[config.mk]
export PLATFORM = sky130hd
export DESIGN_NAME = rv_fetch_queue
export DESIGN_NICKNAME = d
export VERILOG_FILES = /design/src/rtl/rv_fetch_queue.sv
export SDC_FILE = /design/constraint.sdc
export NUM_CORES = 1
export LEC_CHECK = 0
export ABC_CLOCK_PERIOD_IN_PS = 2500
export CORE_ASPECT_RATIO = 0.8
export CORE_MARGIN = 2
export CORE_UTILIZATION = 28
export DETAILED_ROUTE_END_ITERATION = 10
export SETUP_SLACK_MARGIN = 0.4
export SYNTH_ARGS = -nofsm -noshare
export SYNTH_HDL_FRONTEND = slang
export SYNTH_SLANG_ARGS = --single-unit
[constraint.sdc]
create_clock -name clk -period 2.5 [get_ports clk]
set_input_delay 0.75 -clock clk [delete_from_list [all_inputs] [get_ports clk]]
set_output_delay 0.75 -clock clk [all_outputs]
set_load 0.01 [all_outputs]
[src/rtl/rv_fetch_queue.sv]
// Instruction fetch unit: sequential PC requests, in-order responses, DEPTH-entry
// decode queue and a FLUSH state that drains stale responses. Optional: FETCH_PERF_EN.
module rv_fetch_queue #(
  parameter int              XLEN     = 32,
  parameter int              DEPTH    = 4,
  parameter logic [XLEN-1:0] RESET_PC = '0
) (
  input  logic            clk,
  input  logic            rst_n,
  output logic            imem_req_valid,
  output logic [XLEN-1:0] imem_req_addr,
  input  logic            imem_req_ready,
  input  logic            imem_rsp_valid,
  input  logic [31:0]     imem_rsp_data,
  input  logic            redirect_valid,
  input  logic [XLEN-1:0] redirect_pc,
  output logic            inst_valid,
  output logic [31:0]     inst_data,
  output logic [XLEN-1:0] inst_pc,
  input  logic            inst_ready,
  output logic            o_dbg_state
`ifdef FETCH_PERF_EN
  ,
  output logic [31:0]     perf_stall_cnt
`endif
);

  localparam int AW = $clog2(DEPTH);
  localparam int CW = AW + 1;

  typedef enum logic {S_FETCH = 1'b0, S_FLUSH = 1'b1} state_t;

  // Handshakes: a transfer happens on a cycle where valid & ready are both high;
  // a stalled request keeps its address, a stalled head keeps its pc/data.
  state_t          r_state, w_state_n;
  logic [XLEN-1:0] r_pc;
  logic [CW-1:0]   r_out_cnt, w_out_next;
  logic [CW-1:0]   r_count;
  logic [AW-1:0]   r_head, r_tail;
  logic [XLEN-1:0] r_q_pc   [DEPTH];
  logic [31:0]     r_q_data [DEPTH];

  logic            w_req_valid, w_acc, w_push, w_pop, w_inst_valid;
  logic [CW:0]     w_total;
  logic [XLEN-1:0] w_rsp_pc;

  assign w_total      = {1'b0, r_count} + {1'b0, r_out_cnt};
  assign w_req_valid  = rst_n && (r_state == S_FETCH) && !redirect_valid &&
                        (w_total < (CW+1)'(DEPTH));
  assign w_acc        = w_req_valid && imem_req_ready;
  assign w_inst_valid = (r_count != '0);
  assign w_push       = (r_state == S_FETCH) && imem_rsp_valid && !redirect_valid;
  assign w_pop        = w_inst_valid && inst_ready && !redirect_valid;
  // In FETCH every outstanding request was issued sequentially since the last
  // redirect, so the oldest one sits out_cnt words behind the fetch PC.
  assign w_rsp_pc     = r_pc - (XLEN'(r_out_cnt) << 2);

  always_comb begin
    w_out_next = r_out_cnt;
    if (w_acc)
      w_out_next = w_out_next + CW'(1);
    if (imem_rsp_valid && (r_out_cnt != '0))
      w_out_next = w_out_next - CW'(1);
  end

  always_comb begin
    w_state_n = r_state;
    case (r_state)
      S_FETCH: if (redirect_valid && (w_out_next != '0)) w_state_n = S_FLUSH;
      S_FLUSH: if (imem_rsp_valid && (r_out_cnt == CW'(1))) w_state_n = S_FETCH;
      default: w_state_n = S_FETCH;
    endcase
  end

  // In FLUSH the outstanding counter doubles as the stale-response counter.
  always_ff @(posedge clk or negedge rst_n) begin
    if (!rst_n) begin
      r_state   <= S_FETCH;
      r_pc      <= RESET_PC;
      r_out_cnt <= '0;
    end else begin
      r_state   <= w_state_n;
      r_out_cnt <= w_out_next;
      if (redirect_valid)
        r_pc <= redirect_pc;
      else if (w_acc)
        r_pc <= r_pc + XLEN'(4);
    end
  end

  always_ff @(posedge clk or negedge rst_n) begin
    if (!rst_n) begin
      r_head  <= '0;
      r_tail  <= '0;
      r_count <= '0;
    end else if (redirect_valid) begin
      r_head  <= '0;
      r_tail  <= '0;
      r_count <= '0;
    end else begin
      if (w_push) r_tail <= r_tail + AW'(1);
      if (w_pop)  r_head <= r_head + AW'(1);
      r_count <= r_count + CW'(w_push) - CW'(w_pop);
    end
  end

  always_ff @(posedge clk) begin
    if (w_push) begin
      r_q_pc[r_tail]   <= w_rsp_pc;
      r_q_data[r_tail] <= imem_rsp_data;
    end
  end

  assign imem_req_valid = w_req_valid;
  assign imem_req_addr  = r_pc;
  assign inst_valid     = w_inst_valid;
  assign inst_data      = r_q_data[r_head];
  assign inst_pc        = r_q_pc[r_head];
  assign o_dbg_state    = (r_state == S_FLUSH);

`ifdef FETCH_PERF_EN
  logic [31:0] r_stall_cnt;

  always_ff @(posedge clk or negedge rst_n) begin
    if (!rst_n)
      r_stall_cnt <= '0;
    else if (inst_ready && !w_inst_valid && (r_stall_cnt != '1))
      r_stall_cnt <= r_stall_cnt + 32'd1;
  end

  assign perf_stall_cnt = r_stall_cnt;
`endif

endmodule

==> run_results.csv, run 1 <==
group,metric,value,unit
die,io-pin-count,169,
die,coreArea,44400,um2
critical_path,worstSetupStartpointType,"register",
logic_synthesis,synth_top_cell_area_share,0.612,
sta,maxSlewViolCount,0,
die,die_area,46600,um2
grt,grt_max_degree,44,
layout,fin_nets,1151,
critical_path,criticalPathCategory,"reg2out",
power_and_ir_drop,power_frac_comb,0.311,
placement,placedCellCount,1559,
route,wl,34.7,mm
route,wire_per_inst,20.5,um
power_and_ir_drop,leakage,0.00660,uW
outcome,violations,"setup timing",
layout,drive_above_1_share,0.447,
route,top_layer_used,"met4",
cts,clockBufferDepth,3,
route,wl_met3,2.61,mm
flow_run,cap_violations,0,
critical_path,cp.arrival,2080,ps
route,wl_met2,15.3,mm
critical_path,cp-end-kind,"primary output",
route,drc,0,
power_and_ir_drop,power.total,16200,uW
grt,overflow,0,
die,start_util,0.283,
cts,clkTransAtPathRegs,60,ps
grt,grt_pass1_vias,8110,
power_and_ir_drop,ir_drop,0.000448,V
logic_synthesis,postSynthCellCount,737,
cts,postCtsHoldBufs,0,
logic_synthesis,synthesis.area,12600,um2
power_and_ir_drop,p_int,11800,uW
critical_path,cp_data_required_time,1750,ps
logic_synthesis,synth_seq_cells,299,
logic_synthesis,synth_edf_count,256,
cts,clock_sinks,299,
layout,fin_area,18400,um2
route,detail_route.wirelength.met1,16.3,mm
die,die_w,241,um
logic_synthesis,ys_types,57,
cts,root_buffer,"clkbuf_16",
power_and_ir_drop,clock_power_share,0.322,
sta,finalHoldViolations,0,
sta,relSlewSlack,0.552,
logic_synthesis,async_flop_share,0.144,
sta,max_freq,0.353,GHz
sta,period_share,1.13,
placement,gp_congestion,0.791,
route,viasPerCell,4.74,
sta,worst_slack,-335,ps
critical_path,crit_fanout,8,
logic_synthesis,yosysWarnings,0,
grt,antenna_found_initial,1,
cts,clock_latency,530,ps
grt,grt_pass1_wl,51.3,mm
logic_synthesis,ys.flop_type,"edfxtp_1",
sta,rsz0062_at_grt,"true",
die,fp-row-count,69,
cts,cts_tree,"built",
power_and_ir_drop,power_frac_seq,0.367,
sta,clock_skew,21.5,ps
sta,setup_viol,73,
sta,min_period,2830,ps
logic_synthesis,yosys-top-cells-count,"edfxtp_1 (256), mux4_2 (64), nand2_1 (51)",
layout,syn_to_final_growth,46.7,%
placement,place_worst_setup_slack,-227,ps
placement,io_buffer_count,168,
placement,hpwl,22.5,mm
logic_synthesis,yosys.area.top_type,"edfxtp_1",
cts,cts_max_level,2,
cts,cts-buffers-inserted,35,
logic_synthesis,ys_top_cells_by_area,"edfxtp_1 (61%), mux4_2 (11%), dfrtp_1 (8.6%), ha_1 (1.6%), nand2_1 (1.5%)",
logic_synthesis,ys_seq_area_frac,0.697,
layout,fillers,4052,
hold_path,min_path_type,"in2async",
logic_synthesis,syn_nets,825,
power_and_ir_drop,switchingPower,4430,uW
route,vias,8018,
route,postRouteAntennaNets,0,
grt,grt_usage,0.148,
logic_synthesis,syn_avg_cell_area,17.1,um2
layout,final-instance-count-excl-fill,1692,
route,dr.pass1.iters,5,
placement,place_area,15800,um2
power_and_ir_drop,switching_share,0.272,
outcome,outcome,"complete, but fails checks",
power_and_ir_drop,p_per_area,881,nW/um2
route,dr.first_iter.drc_count,482,
die,die_height,194,um
logic_synthesis,synth_most_common_cell,"edfxtp_1",
sta,worstMarginPinSlew,672,ps
==> area by class of cell <==
type	count	area [um2]	share of cell area
flip-flops and latches	299	8800	0.477
inverters	18	75.1	0.00407
clock buffers	45	956	0.0519
repair buffers	333	3460	0.188
well taps	603	754	0.0409
clock inverters	17	215	0.0117
diodes	1	2.50	0.000136
multi-input cells	376	4170	0.226
==> path summary, 6_finish.rpt <==
| kind | slack, ps | end | cells after the start | from |
|---|---|---|---|---|
| max | -330 | inst_data[9] | 5 | r_head[0]$_DFFE_PN0P_ |
| max reg2reg | -140 | o_dbg_state$_DFF_PN0_ | 11 | r_count[2]$_DFF_PN0_ |
| min reg2reg | 580 | r_q_pc[2][0]$_DFFE_PP_ | 0 | imem_req_addr[0]$_DFFE_PN0P_ |
| max in group asynchronous | 1610 | r_head[0]$_DFFE_PN0P_ | 2 | rst_n |
| min in group clk | 580 | r_q_pc[2][0]$_DFFE_PP_ | 0 | imem_req_addr[0]$_DFFE_PN0P_ |
| min | 370 | r_out_cnt[1]$_DFF_PN0_ | 2 | rst_n |
==> cells in the final DEF (no fill, tap or decap), types with 14 or more instances in the layout <==
cell and count:
nor2_1 30, buf_6 93, nand2_1 44, buf_4 92, dfrtp_1 21, clkdlybuf4s50_1 67, clkbuf_16 37, xor2_1 14
nand3_1 17, dfrtp_2 20, mux4_2 64, nand4_1 14, buf_12 26, dlygate4sd2_1 15, buf_2 21, edfxtp_1 256
==> critical path: stages, from the launching register on <==
cell and delay (ps):
dfrtp_4 540, buf_12 180, buf_12 130, buf_16 130, mux4_2 440, buf_6 140
==> sequential cells by signal (all words and copies together) (netlist names) <==
name,flops
r_out_cnt,3
r_count,3
r_q_data,128
r_head,2
o_dbg_state,1
imem_req_addr,32
r_q_pc,128
r_tail,2
==> cell families after synthesis <==
logic type / Yosys count / share of synthesized area
AO/OA/AOI/OAI: 69 / 0.0375
XOR/XNOR: 37 / 0.0258
adder cells (fa/ha/maj): 18 / 0.0191
buffers and inverters: 62 / 0.0222
flip-flops: 299 / 0.697
multiplexers: 73 / 0.122
AND/OR/NAND/NOR: 179 / 0.0762
==> metrics by stage <==
stage          TNS (ps)  hold slack (ps)   util
2_1_floorplan         0              454      -
3_3_place_gp      -2720              522  0.357
3_5_place_dp      -3620              572  0.357
4_1_cts          -20490              350  0.404
5_1_grt          -23770              378  0.415
6_report         -17020              369  0.415
==> per-layer routing <==
layer | global-route usage | vias to the layer above
li1 | - | 3563
met1 | 0.218 | 4147
met2 | 0.214 | 269
met3 | 0.0427 | 39
met4 | 0.0318 | 0
met5 | 0 | -
==> power groups by stage <==
stage	clock, uW	combinational [uW]	sequential [uW]
after floorplan	0	1960	6040
after global placement	0	3950	6080
after detailed placement	0	4000	6080
after CTS	5400	4800	5960
after global routing	5620	5410	5980
final	5230	5050	5960
==> timing repair <==
item	CTS	global route
buffers inserted	46	18
gates cloned	6	0
pin swaps	33	36
endpoints found under the setup margin	227	204
gates resized for setup	531	78
Power figures use the tool's default switching activity.
==> run 2, diff against run 1 <==
DONT_BUFFER_PORTS = 1   (was default)
GPL_TIMING_DRIVEN = 0   (was default)
==> run_results.csv, run 2 (synthesis results as in run 1) <==
group,metric,value,unit
critical_path,critPathMaxStageDelay,580,ps
sta,clock_skew,23.7,ps
cts,cts_tree,"built",
sta,setup_viol,65,
grt,overflow,0,
route,drc,0,
power_and_ir_drop,clock_power_share,0.339,
power_and_ir_drop,power_frac_seq,0.406,
sta,rsz0062_at_grt,"true",
layout,syn_to_final_growth,31.9,%
outcome,violations,"setup timing",
critical_path,crit_slowest_cell,"mux4_2",
route,dr.pass1.iters,5,
power_and_ir_drop,p_per_area,901,nW/um2
grt,grt_pass1_wl,46.2,mm
route,postRouteAntennaNets,0,
route,viasPerCell,4.89,
power_and_ir_drop,switchingPower,4190,uW
cts,clkTransAtPathRegs,60,ps
sta,period_share,1.04,
critical_path,crit_buf_inv,2,
critical_path,worstSetupStartpointType,"register",
cts,clock_latency,530,ps
die,die_w,241,um
sta,relSlewSlack,0.529,
critical_path,crit_path_frequent_cell,"buf_12",
power_and_ir_drop,ir_drop,0.000472,V
sta,holdWs,64.9,ps
die,die_height,194,um
power_and_ir_drop,p_int,10700,uW
grt,antenna_found_initial,4,
power_and_ir_drop,switching_share,0.281,
die,io-pin-count,169,
cts,cts_max_level,2,
layout,layout_common_cells,"edfxtp_1 (256), mux4_2 (64), buf_4 (45), nand2_1 (40)",
placement,io_buffer_count,0,
cts,clock_sinks,299,
flow_run,cap_violations,0,
critical_path,crit_family,"multiplexers",
layout,drive_above_1_share,0.419,
sta,max_freq,0.385,GHz
layout,post-route-util,0.374,
cts,root_buffer,"clkbuf_16",
die,coreArea,44400,um2
placement,hpwl,21.3,mm
grt,grt_pass1_vias,7048,
critical_path,cp-end-kind,"primary output",
hold_path,min_path_type,"in2async",
die,start_util,0.283,
sta,maxSlewViolCount,0,
critical_path,cp_data_required_time,1750,ps
sta,worstMarginPinSlew,706,ps
placement,gp_congestion,0.834,
critical_path,cp.arrival,1850,ps
route,wl,34.0,mm
route,wire_per_inst,22.9,um
grt,grt_max_degree,44,
critical_path,criticalPathCategory,"reg2out",
outcome,outcome,"complete, but fails checks",
cts,clockBufferDepth,3,
route,vias,7267,
power_and_ir_drop,power_frac_comb,0.255,
placement,place_worst_setup_slack,-317,ps
die,die_area,46600,um2
sta,worst_slack,-98.5,ps
layout,fin_nets,946,
sta,min_period,2600,ps
cts,cts-buffers-inserted,34,
power_and_ir_drop,leakage,0.00562,uW
critical_path,crit_fanout,10,
sta,finalHoldViolations,0,
route,dr.first_iter.drc_count,521,
critical_path,crit_chain,"buf_12, buf_12, mux4_2",
grt,grt_usage,0.135,
die,fp-row-count,69,
layout,layout_commonest_cell,"edfxtp_1",
run 2: area by class of cell:
| type | count | area [um2] |
|---|---|---|
| Antenna cell | 2 | 5.00 |
| Buffer | 44 | 480 |
| Clock buffer | 44 | 910 |
| Clock inverter | 15 | 220 |
| Fill cell | 4146 | 27800 |
| Inverter | 18 | 75.1 |
| Multi-Input combinational cell | 379 | 4420 |
| Sequential cell | 299 | 8780 |
| Tap cell | 603 | 754 |
| Timing Repair Buffer | 82 | 926 |
run 2: layer usage:
layer  track usage  vias up  routed length [um]
li1              -     3172                   -
met1         0.181     3747               14200
met2         0.201      286               15600
met3        0.0535       58                3470
met4        0.0441        4                 702
met5             0        -                  21
run 2: worst paths after layout:
check / to / slack (ps) / cells after the start / startpoint
setup / recovery: inst_pc[27] / -100 / 3 / r_head[0]$_DFFE_PN0P_
hold / removal: r_head[0]$_DFFE_PN0P_ / 60 / 1 / rst_n
setup reg to reg: o_dbg_state$_DFF_PN0_ / -40 / 10 / r_count[2]$_DFF_PN0_
hold reg to reg: r_q_pc[3][1]$_DFFE_PP_ / 560 / 0 / imem_req_addr[1]$_DFFE_PN0P_
max in group asynchronous: r_out_cnt[0]$_DFF_PN0_ / 2150 / 1 / rst_n
min in group clk: r_q_data[1][10]$_DFFE_PP_ / 310 / 0 / imem_rsp_data[10]
run 2: timing repair:
action                                  in CTS  in global routing
buffers inserted                            37                 36
pin swaps                                   28                 59
hold buffers                                 1                  0
gates resized for setup                    163                123
hold endpoints to repair                    43                  0
gates cloned                                 2                  5
endpoints found under the setup margin     193                254
run 2: stage by stage:
step	area [um2]	TNS (ps)	power, uW	cells
after floorplan	12700	0	8010	737
after global placement	13400	-119240	8740	1340
after detailed placement	13500	-8510	8800	1344
after CTS	15700	-7970	14600	1443
after global routing	16600	-9330	15600	1486
final	16600	-3900	14900	1486
run 2: power groups by stage:
stage          logic, uW  registers [uW]  clock network (uW)
2_1_floorplan       1960            6040                   0
3_3_place_gp        2610            6140                   0
3_5_place_dp        2660            6140                   0
4_1_cts             3380            6050                5220
5_1_grt             4090            6090                5410
6_report            3810            6070                5060
run 2: worst reg2reg max path, delay by kind of cell, from the launching register on:
family	cells	cell delay, ps
adder cells (fa/ha/maj)	2	430
AO/OA/AOI/OAI	1	280
multiplexers	2	350
AND/OR/NAND/NOR	3	680
flip-flops	1	420
buffers and inverters	1	110
XOR/XNOR	1	160
==> run 3, diff against run 2 <==
MAX_ROUTING_LAYER = met4   (was default)
RECOVER_POWER = 50   (was default)
TNS_END_PERCENT = 1   (was default)
==> run_results.csv, run 3 (synthesis results as in run 1) <==
group,metric,value,unit
route,wl,33.0,mm
layout,post-route-util,0.344,
critical_path,rr_worst_depth,10,
layout,fillers,4274,
grt,antenna_found_initial,1,
hold_path,min_path_type,"in2reg",
critical_path,reg2reg_to,"o_dbg_state$_DFF_PN0_",
die,coreArea,44400,um2
outcome,violations,"setup timing",
die,die_height,194,um
cts,cts-buffers-inserted,31,
route,postRouteAntennaNets,0,
critical_path,cp_data_required_time,1750,ps
grt,grt_pass1_wl,47.8,mm
sta,worstMarginPinSlew,1200,ps
placement,place_worst_setup_slack,-410,ps
hold_path,holdPathStages,0,
cts,cts_tree,"built",
layout,layout_common_cells,"edfxtp_1 (256), mux4_2 (64), nand2_1 (50), dfrtp_1 (35), clkbuf_16 (32)",
layout,syn_to_final_growth,21.3,%
critical_path,crit_fanout,10,
layout,multiInputGateArea,3980,um2
critical_path,crit_chain,"buf_12, buf_12, mux4_2",
route,viasPerCell,4.90,
layout,final-instance-count-excl-fill,1413,
die,die_area,46600,um2
layout,n_antenna_cell,0,
critical_path,r2r-start,"r_count[2]$_DFF_PN0_",
sta,setup_viol,83,
power_and_ir_drop,leakage,0.00499,uW
sta,clock_skew,17.3,ps
sta,relSlewSlack,0.198,
critical_path,cp.arrival,1880,ps
route,vias,6917,
die,start_util,0.283,
grt,overflow,0,
cts,root_buffer,"clkbuf_16",
grt,grt_max_degree,50,
critical_path,cp-end-kind,"primary output",
critical_path,critPathMaxStageDelay,570,ps
sta,worst_slack,-131,ps
layout,regArea,8770,um2
cts,clockBufferDepth,3,
sta,fin_tns_setup,-7030,ps
sta,maxSlewViolCount,0,
critical_path,worstSetupStartpointType,"register",
route,dr.pass1.iters,7,
critical_path,rrSetupSlack,-90,ps
power_and_ir_drop,ir_drop,0.000516,V
cts,clock_sinks,299,
grt,grt_usage,0.143,
critical_path,criticalPathCategory,"reg2out",
die,io-pin-count,169,
hold_path,hold_end,"r_q_data[3][29]$_DFFE_PP_",
sta,min_period,2630,ps
die,die_w,241,um
outcome,outcome,"complete, but fails checks",
placement,gp_congestion,0.857,
critical_path,crit_path_frequent_cell,"buf_12",
route,wire_per_inst,23.4,um
die,fp-row-count,69,
cts,cts_max_level,1,
sta,max_freq,0.380,GHz
placement,hpwl,21.7,mm
sta,finalHoldViolations,0,
layout,fin_nets,874,
route,dr.first_iter.drc_count,521,
power_and_ir_drop,p_per_area,890,nW/um2
grt,grt_pass1_vias,6930,
flow_run,cap_violations,0,
hold_path,min_from,"imem_rsp_data[29]",
layout,drive_above_1_share,0.295,
critical_path,crit_slowest_cell,"mux4_2",
layout,layout_commonest_cell,"edfxtp_1",
cts,clock_latency,580,ps
placement,placedCellCount,1344,
cts,clkTransAtPathRegs,60,ps
sta,period_share,1.05,
sta,rsz0062_at_grt,"true",
placement,io_buffer_count,0,
route,drc,0,
## run 3: per-stage QoR
step	power [uW]	area [um2]	hold slack, ps
floorplan	7950	12600	454
global placement	8700	13400	456
detailed placement	8760	13500	455
CTS	13700	15100	212
global route	14200	15200	212
finish	13600	15200	258
## run 3: worst max path at each step
stage | slack (ps) | end | from | cells past startpoint
floorplan | 70 | o_dbg_state$_DFF_PN0_ | rst_n | 9
global placement | -680 | r_q_data[3][11]$_DFFE_PP_ | imem_rsp_valid | 2
detailed placement | -410 | r_count[2]$_DFF_PN0_ | redirect_valid | 10
CTS | -190 | inst_data[28] | r_head[0]$_DFFE_PN0P_ | 3
global route | -230 | o_dbg_state$_DFF_PN0_ | r_out_cnt[1]$_DFF_PN0_ | 10
finish | -130 | inst_data[12] | r_head[0]$_DFFE_PN0P_ | 3
## run 3: metal layers
layer | part of all wire | GRT usage | wire, um | vias up
li1 | - | - | - | 3013
met3 | 0.10 | 0.0511 | 3350 | 40
met5 | 0 | - | 0 | -
met2 | 0.46 | 0.214 | 15100 | 270
met4 | 0.017 | 0.0222 | 575 | 0
met1 | 0.42 | 0.191 | 14000 | 3594
## run 3: worst max-delay path, delay by kind of cell, from the launching register on
family / cells / cell delay, ps
buf+inv: 2 / 340
mux: 1 / 570
flops: 1 / 400
## run 3: timing repair
action | 4_1_cts | 5_1_grt
pin swaps | 35 | 43
gates cloned | 2 | 1
resized for setup | 162 | 43
hold buffers | 2 | 0
setup buffers | 3 | 4
setup endpoints to repair | 194 | 275
hold endpoints to repair | 43 | 0
## run 3: cell type report
class / count / area share
clock inverters: 18 / 0.00936
clock buffers: 39 / 0.0535
plain buffers: 44 / 0.0295
well taps: 603 / 0.0495
inverters: 18 / 0.00443
repair buffers: 16 / 0.0172
multi-input cells: 376 / 0.261
flip-flops and latches: 299 / 0.576
## run 3: power breakdown
| part | total, uW | leakage, uW | internal (uW) | switching, uW |
|---|---|---|---|---|
| clock network | 4390 | 0.000460 | 2430 | 1960 |
| registers | 6070 | 0.00283 | 5780 | 291 |
| logic | 3110 | 0.00171 | 1400 | 1710 |
| total | 13600 | 0.00499 | 9610 | 3960 |
